==> config.mk <==
export PLATFORM = sky130hd
export DESIGN_NAME = mips_control_fsm
export DESIGN_NICKNAME = d
export VERILOG_FILES = /design/src/rtl/mips_pkg.sv /design/src/rtl/mips_alu_decoder.sv /design/src/rtl/mips_control_fsm.sv
export SDC_FILE = /design/constraint.sdc
export NUM_CORES = 1
export LEC_CHECK = 0
export CORE_MARGIN = 2
export CORE_UTILIZATION = 40
export CTS_CLUSTER_SIZE = 10
export DETAILED_ROUTE_END_ITERATION = 7
export DONT_BUFFER_PORTS = 1
export SLEW_MARGIN = 10
export SYNTH_ARGS = -nofsm -noshare
export SYNTH_HDL_FRONTEND = slang
export SYNTH_SLANG_ARGS = --single-unit
==> constraint.sdc <==
create_clock -name clk -period 2 [get_ports clk]
set_clock_uncertainty 0.15 [all_clocks]
set_input_delay 0.3 -clock clk [delete_from_list [all_inputs] [get_ports clk]]
set_output_delay 0.3 -clock clk [all_outputs]
set_load 0.1 [all_outputs]
==> src/rtl/mips_pkg.sv <==
// Shared definitions for the multi-cycle MIPS control sequencer:
// opcode/funct values, ALUControl encodings and the sequencer state type.
package mips_pkg;

  // Primary opcodes (instruction bits [31:26])
  localparam logic [5:0] OP_RTYPE = 6'h00;
  localparam logic [5:0] OP_BEQ   = 6'h04;
  localparam logic [5:0] OP_ADDI  = 6'h08;
  localparam logic [5:0] OP_LW    = 6'h23;
  localparam logic [5:0] OP_SW    = 6'h2B;

  // R-type funct codes (instruction bits [5:0]); 6'h00 is accepted as ADD
  // so that older bench encodings such as 32'h00220800 still execute.
  localparam logic [5:0] FN_ADD_LEGACY = 6'h00;
  localparam logic [5:0] FN_ADD        = 6'h20;
  localparam logic [5:0] FN_SUB        = 6'h22;
  localparam logic [5:0] FN_AND        = 6'h24;
  localparam logic [5:0] FN_OR         = 6'h25;
  localparam logic [5:0] FN_SLT        = 6'h2A;

  // ALUControl encodings understood by the datapath ALU
  localparam logic [3:0] ALU_AND = 4'b0000;
  localparam logic [3:0] ALU_OR  = 4'b0001;
  localparam logic [3:0] ALU_ADD = 4'b0010;
  localparam logic [3:0] ALU_SUB = 4'b0110;
  localparam logic [3:0] ALU_SLT = 4'b0111;

  // Sequencer states
  typedef enum logic [2:0] {
    S_IDLE   = 3'd0,
    S_DECODE = 3'd1,
    S_EXEC   = 3'd2,
    S_MEM    = 3'd3,
    S_WB     = 3'd4
  } state_t;

endpackage

==> src/rtl/mips_alu_decoder.sv <==
// Combinational instruction decoder: maps opcode/funct to the ALU controls
// and the instruction class the sequencer needs to pick its path.
module mips_alu_decoder
  import mips_pkg::*;
(
  input  logic [5:0] opcode,
  input  logic [5:0] funct,
  output logic [3:0] alu_ctrl,
  output logic       alu_src,
  output logic       reg_dst,
  output logic       is_load,
  output logic       is_store,
  output logic       is_branch,
  output logic       illegal
);

  // Decode table; anything not listed is illegal and leaves controls at defaults.
  always_comb begin
    alu_ctrl  = ALU_ADD;
    alu_src   = 1'b0;
    reg_dst   = 1'b0;
    is_load   = 1'b0;
    is_store  = 1'b0;
    is_branch = 1'b0;
    illegal   = 1'b0;
    case (opcode)
      OP_RTYPE: begin
        reg_dst = 1'b1;
        case (funct)
          FN_ADD, FN_ADD_LEGACY: alu_ctrl = ALU_ADD;
          FN_SUB:                alu_ctrl = ALU_SUB;
          FN_AND:                alu_ctrl = ALU_AND;
          FN_OR:                 alu_ctrl = ALU_OR;
          FN_SLT:                alu_ctrl = ALU_SLT;
          default: begin
            reg_dst = 1'b0;
            illegal = 1'b1;
          end
        endcase
      end
      OP_LW: begin
        alu_src = 1'b1;
        is_load = 1'b1;
      end
      OP_SW: begin
        alu_src  = 1'b1;
        is_store = 1'b1;
      end
      OP_ADDI: begin
        alu_src = 1'b1;
      end
      OP_BEQ: begin
        alu_ctrl  = ALU_SUB;
        is_branch = 1'b1;
      end
      default: begin
        illegal = 1'b1;
      end
    endcase
  end

endmodule

==> src/rtl/mips_control_fsm.sv <==
// Multi-cycle control sequencer upstream of the MIPS datapath.
// Accepts one instruction per handshake, walks it through
// IDLE -> DECODE -> EXEC -> (MEM) -> (WB) -> IDLE, drives the datapath
// controls, owns the data-memory handshake and resolves beq.
//
// Build option: define MIPS_MEM_TIMEOUT_EN to add a MEM-state watchdog that
// aborts a memory access after MEM_TIMEOUT_CYCLES cycles without mem_ack.
//
// Handshake: an instruction is transferred on a rising clk edge where
// instr_valid and instr_ready are both 1; instr_ready is 1 only in IDLE
// (and 0 while rst is asserted). The memory access is held (mem_req=1 with
// stable address/data) until the cycle mem_ack=1; mem_ack is ignored when
// mem_req is 0.
module mips_control_fsm
  import mips_pkg::*;
#(
  parameter int DATA_W             = 32,
  parameter int MEM_TIMEOUT_CYCLES = 16
) (
  input  logic              clk,
  input  logic              rst,
  input  logic              instr_valid,
  output logic              instr_ready,
  input  logic [DATA_W-1:0] instr_in,
  output logic [DATA_W-1:0] instruction,
  output logic              ALUScr,
  output logic              RegWrite,
  output logic              RegDst,
  output logic [3:0]        ALUControl,
  output logic [DATA_W-1:0] write_data,
  input  logic [DATA_W-1:0] ALUResult,
  input  logic              Zero,
  input  logic [DATA_W-1:0] rt_data,
  output logic              mem_req,
  output logic              mem_we,
  output logic [DATA_W-1:0] mem_addr,
  output logic [DATA_W-1:0] mem_wdata,
  input  logic [DATA_W-1:0] mem_rdata,
  input  logic              mem_ack,
  output logic              branch_taken,
  output logic              illegal,
  output logic [2:0]        state_dbg
);

  state_t            state, state_nx;
  logic [DATA_W-1:0] alu_q;
  logic [DATA_W-1:0] rdata_q;

  logic [3:0] dec_alu_ctrl;
  logic       dec_alu_src;
  logic       dec_reg_dst;
  logic       dec_is_load;
  logic       dec_is_store;
  logic       dec_is_branch;
  logic       dec_illegal;
  logic       to_expire;

  // The decoder always looks at the latched word, so its outputs stay
  // stable from DECODE until the sequencer is back in IDLE.
  mips_alu_decoder u_dec (
    .opcode    (instruction[31:26]),
    .funct     (instruction[5:0]),
    .alu_ctrl  (dec_alu_ctrl),
    .alu_src   (dec_alu_src),
    .reg_dst   (dec_reg_dst),
    .is_load   (dec_is_load),
    .is_store  (dec_is_store),
    .is_branch (dec_is_branch),
    .illegal   (dec_illegal)
  );

`ifdef MIPS_MEM_TIMEOUT_EN
  localparam int TO_W = $clog2(MEM_TIMEOUT_CYCLES + 1);
  logic [TO_W-1:0] to_cnt;

  // Watchdog: counts MEM cycles without mem_ack, cleared whenever not in MEM.
  always_ff @(posedge clk or negedge rst) begin
    if (!rst) begin
      to_cnt <= '0;
    end else if (state != S_MEM) begin
      to_cnt <= '0;
    end else if (!mem_ack) begin
      to_cnt <= to_cnt + TO_W'(1);
    end
  end

  // Fires in the MEM_TIMEOUT_CYCLES-th consecutive MEM cycle without an ack.
  assign to_expire = (state == S_MEM) && !mem_ack &&
                     (to_cnt == TO_W'(MEM_TIMEOUT_CYCLES - 1));
`else
  // No watchdog: MEM waits for mem_ack indefinitely.
  assign to_expire = 1'b0;
`endif

  // State register; asynchronous reset aborts any operation immediately.
  always_ff @(posedge clk or negedge rst) begin
    if (!rst) begin
      state <= S_IDLE;
    end else begin
      state <= state_nx;
    end
  end

  // Instruction latch, ALU result capture in EXEC and load data capture on ack.
  always_ff @(posedge clk or negedge rst) begin
    if (!rst) begin
      instruction <= '0;
      alu_q       <= '0;
      rdata_q     <= '0;
    end else begin
      if (state == S_IDLE && instr_valid) begin
        instruction <= instr_in;
      end
      if (state == S_EXEC) begin
        alu_q <= ALUResult;
      end
      if (state == S_MEM && mem_ack && dec_is_load) begin
        rdata_q <= mem_rdata;
      end
    end
  end

  // Next-state and output decode; every output is a function of the state
  // so RegWrite/mem_req drop in the same instant the reset forces IDLE.
  always_comb begin
    state_nx     = state;
    instr_ready  = 1'b0;
    ALUScr       = 1'b0;
    RegDst       = 1'b0;
    ALUControl   = ALU_ADD;
    RegWrite     = 1'b0;
    write_data   = '0;
    mem_req      = 1'b0;
    mem_we       = 1'b0;
    mem_addr     = '0;
    mem_wdata    = '0;
    branch_taken = 1'b0;
    illegal      = 1'b0;

    if (state != S_IDLE) begin
      ALUScr     = dec_alu_src;
      RegDst     = dec_reg_dst;
      ALUControl = dec_alu_ctrl;
    end

    case (state)
      S_IDLE: begin
        instr_ready = rst;
        if (instr_valid) begin
          state_nx = S_DECODE;
        end
      end
      S_DECODE: begin
        illegal  = dec_illegal;
        state_nx = dec_illegal ? S_IDLE : S_EXEC;
      end
      S_EXEC: begin
        if (dec_is_branch) begin
          branch_taken = Zero;
          state_nx     = S_IDLE;
        end else if (dec_is_load || dec_is_store) begin
          state_nx = S_MEM;
        end else begin
          state_nx = S_WB;
        end
      end
      S_MEM: begin
        mem_req   = 1'b1;
        mem_we    = dec_is_store;
        mem_addr  = alu_q;
        mem_wdata = rt_data;
        if (mem_ack) begin
          state_nx = dec_is_load ? S_WB : S_IDLE;
        end else if (to_expire) begin
          illegal  = 1'b1;
          state_nx = S_IDLE;
        end
      end
      S_WB: begin
        RegWrite   = 1'b1;
        write_data = dec_is_load ? rdata_q : alu_q;
        state_nx   = S_IDLE;
      end
      default: begin
        state_nx = S_IDLE;
      end
    endcase
  end

  assign state_dbg = state;

endmodule

==> summary.md <==
| Metric | Value |
|---|---|
| Unrepaired setup endpoints after global routing | `yes` |
| First-pass GRT wire length | `27.7 mm` |
| Fill count | `just under 700` |
| Yosys warns | `0` |
| Worst setup EP type | `output port` |
| Worst IR Drop VDD | `approximately 1.5 mV` |
| RePlAce Congestion | `0.842` |
| Via/cell ratio | `between 5 and 6` |
| Final setup vio count | `roughly 140` |
| Setup CP Type | `register to output port` |
| Fin Hold WS | `-516 ps` |
| Initial Utilization | `around two fifths` |
| DP HPWL | `between 10 and 15 mm` |
| CP Max Fanout | `6` |
| Layout Nets | `about 800` |
| Crit path DAT | `2150 ps` |
| Share of post-route cells with drive strength above 1 | `66.7%` |
| Initial antenna violation count | `0` |
| CTS tree | `done` |
| HP Class | `input pin to asynchronous set/reset pin` |
| Clock sink count | `99` |
| Skew-Pair Late Insertion Delay | `~360 ps` |
| Yosys cell types | `41` |
| Sequential share of power | `between 20 and 30%` |
| Reg clk slew, reported paths | `70 ps` |
| IO buf count | `0` |
| Vias | `between 4k and 5k` |
| CTS buffer count | `9` |
| Highest-delay cell along the critical path | `or4_4` |
| Pin count of the biggest net entering global routing | `101` |
| Router iterations before antenna repair | `4` |
| Post-synthesis sequential area ratio | `between 40% and 50%` |
| Comb power frac | `around 55%` |
| Core box area | `12200 sq um` |
| Clock buffer depth | `2` |
| GRT Util Overall | `around 28%` |
| 1st-iter DRT viols | `290` |
| Total wire length | `19.0 mm` |
| Psw | `roughly 5.6 mW` |
| Total congestion overflow | `0` |
| H-Tree Depth | `3` |
| Sw frac | `49.0%` |
| Residual DRC | `0` |
| # Max-Cap Violations | `0` |
| Die width | `between 100 and 150 um` |
| Post-layout min period | `about 2600 ps` |
| Critical path's largest stage delay | `roughly 610 ps` |
| Max Clk Rate | `0.385 GHz` |
| Die span in y | `around 120 um` |
| Buf/Inv on CP | `1` |
| # rows | `40` |
| Post-DRT Antenna Nets | `0` |
| Max-slew violation count | `0` |
| # diodes | `0` |
| Int Pwr | `around 5.9 mW` |
| Setup crit start kind | `register` |
| Synthesized cell area | `roughly 5000 sq um` |
| Commonest non-fill, non-tap cells in the layout | `dlygate4sd3_1, dfrtp_1, and2_4` |
| Delay-heaviest family, CP | `simple AND/OR/NAND/NOR gates` |
| Synthesized net count | `roughly 580` |
| I/O pin total | `about 280` |
| Die ar. | `~13000 sq um` |
| Failing checks | `hold timing, setup timing` |
| Status | `finished with violations` |
| Pre-CTS setup slack | `-276 ps` |
| Commonest non-fill, non-tap cell in the layout | `dlygate4sd3_1` |
| Worst endpoint required time | `between 1500 and 2000 ps` |
| DR WL/cell | `between 20 and 25 um` |
| CP Cell Sequence | `or4_4 -> nor4_4 -> nand2_1 -> a21oi_4 -> buf_12` |
| Hold_buf cts | `97` |
| Clk root buf | `clkbuf_16` |
| Clk pwr share | `between 10% and 20%` |
| Layout area overhead | `94.0%` |
| Number of global-route vias before repair | `about 4.8k` |
| Syn Area/Cell | `between 10 and 15 sq um` |
| Syn Inst Count | `between 400 and 500` |
| PwrDens | `1180 nW/um^2` |
| Setup ws final | `-596 ps` |
| Synth Register Bits | `99` |
| Fin. Hold Viols | `99` |
| Final worst path period share | `130%` |
| Leakage | `4.60 nW` |
-- through the flow --
stage | std cells | total power, mW | setup TNS (ps) | util (%) | area (sq um)
after detailed placement | 686 | 8.80 | -11550 | 60.1 | 7310
final | 853 | 11.5 | -55000 | 80.2 | 9750
after global routing | 853 | 11.9 | -64750 | 80.2 | 9750
after CTS | 846 | 11.3 | -58380 | 78.8 | 9580
after floorplan | 445 | 7.63 | -42330 | - | 6000
after global placement | 686 | 8.68 | -10440 | 60.1 | 7310
-- worst paths after layout --
| check | slack [ps] | cells past startpoint | endpoint | startpoint |
|---|---|---|---|---|
| setup / recovery | -600 | 5 | ALUControl[0] | instruction[30] |
| min in group clk | 50 | 2 | state_dbg[2] | instr_valid |
| hold reg to reg | 390 | 1 | rdata_q[25] | rdata_q[25] |
| setup reg to reg | -450 | 11 | rdata_q[6] | instruction[30] |
| hold / removal | -520 | 0 | alu_q[26] | rst |
| max in group asynchronous | 2040 | 0 | state_dbg[0] | rst |
-- final cells by class --
cell class                      count  area, sq um  area share (%)
Multi-Input combinational cell    309         3420            35.0
Timing Repair Buffer              257         3260            33.4
Sequential cell                    99         2510            25.8
Clock buffer                        9          225            2.31
Tap cell                          168          210            2.16
Clock inverter                      7          109            1.12
Inverter                            4         18.8           0.192
-- layer usage --
metal,vias up,GRT usage [%],part of all wire [%]
met5,-,0,0
met4,0,8.57,1.8
met3,26,8.04,7.0
met2,196,47.8,53
met1,2276,33.7,39
li1,1980,-,-
-- worst reg2reg max path: stages, from the launching register on --
cell and delay, ps:
dfrtp_4 480, buf_6 120, nand4b_4 180, nor3_4 190, buf_6 160, buf_12 140
buf_6 100, buf_6 90, nand3_4 130, buf_12 170, buf_12 130, mux2_4 310
-- registers in the layout (all words and copies together), names as in the netlist --
| register | flops |
|---|---|
| alu_q | 32 |
| instruction | 32 |
| rdata_q | 32 |
| state_dbg | 3 |
-- synthesized netlist by cell type --
library cell	count	area share, %
nor3b_1	2	0.30
nor3b_4	1	0.37
nand4_1	1	0.12
nand3_4	1	0.35
buf_6	3	0.67
o311a_1	1	0.20
a21oi_1	36	3.6
nor3_4	1	0.32
nand3_1	3	0.30
inv_1	4	0.30
nor4_2	1	0.25
nor3b_2	1	0.25
a2111oi_0	1	0.17
a21o_1	1	0.15
nor2b_1	1	0.12
conb_1	1	0.075
and3_1	1	0.12
nand2b_1	1	0.12
a211oi_1	1	0.15
o21a_1	1	0.15
dfrtp_1	99	49
nand3b_1	2	0.30
o21ai_1	1	0.099
mux2_2	65	15
and2_1	67	8.3
clkbuf_1	12	0.90
nand2_1	67	5.0
mux2_4	30	9.0
o41ai_1	1	0.17
nor2_1	9	0.67
nor3_1	1	0.099
or4_1	1	0.15
buf_2	13	1.3
or3_1	1	0.12
nand4b_2	1	0.30
o21ai_0	3	0.30
clkbuf_2	1	0.099
buf_4	4	0.60
nor3_2	1	0.20
and4_1	1	0.17
o31ai_1	2	0.30
-- logic make-up (layout without fill, tap and decap cells) --
group / count (synthesis) / count (layout) / share of synthesized area [%]
muxes: 95 / 95 / 23.5
and+or+nand+nor: 165 / 165 / 18.0
buffers and inverters: 37 / 277 / 3.86
DFF: 99 / 99 / 49.3
AOI/OAI and AO/OA: 48 / 48 / 5.28
other: 1 / 1 / 0.0746
-- timing repair --
action	4_1_cts	5_1_grt
pin swaps	35	58
resized for setup	88	65
endpoints found under the hold margin	196	99
endpoints found under the setup margin	139	141
cloned	13	4
setup buffers	34	18
-- power groups by stage --
stage                     clock, mW  combinational (mW)  sequential [mW]
after floorplan                   0                2.41             5.23
after global placement            0                5.60             3.08
after detailed placement          0                5.69             3.11
after CTS                      2.00                6.22             3.07
after global routing           2.09                6.58             3.23
final                          1.98                6.36             3.15
Power figures use the tool's default switching activity.
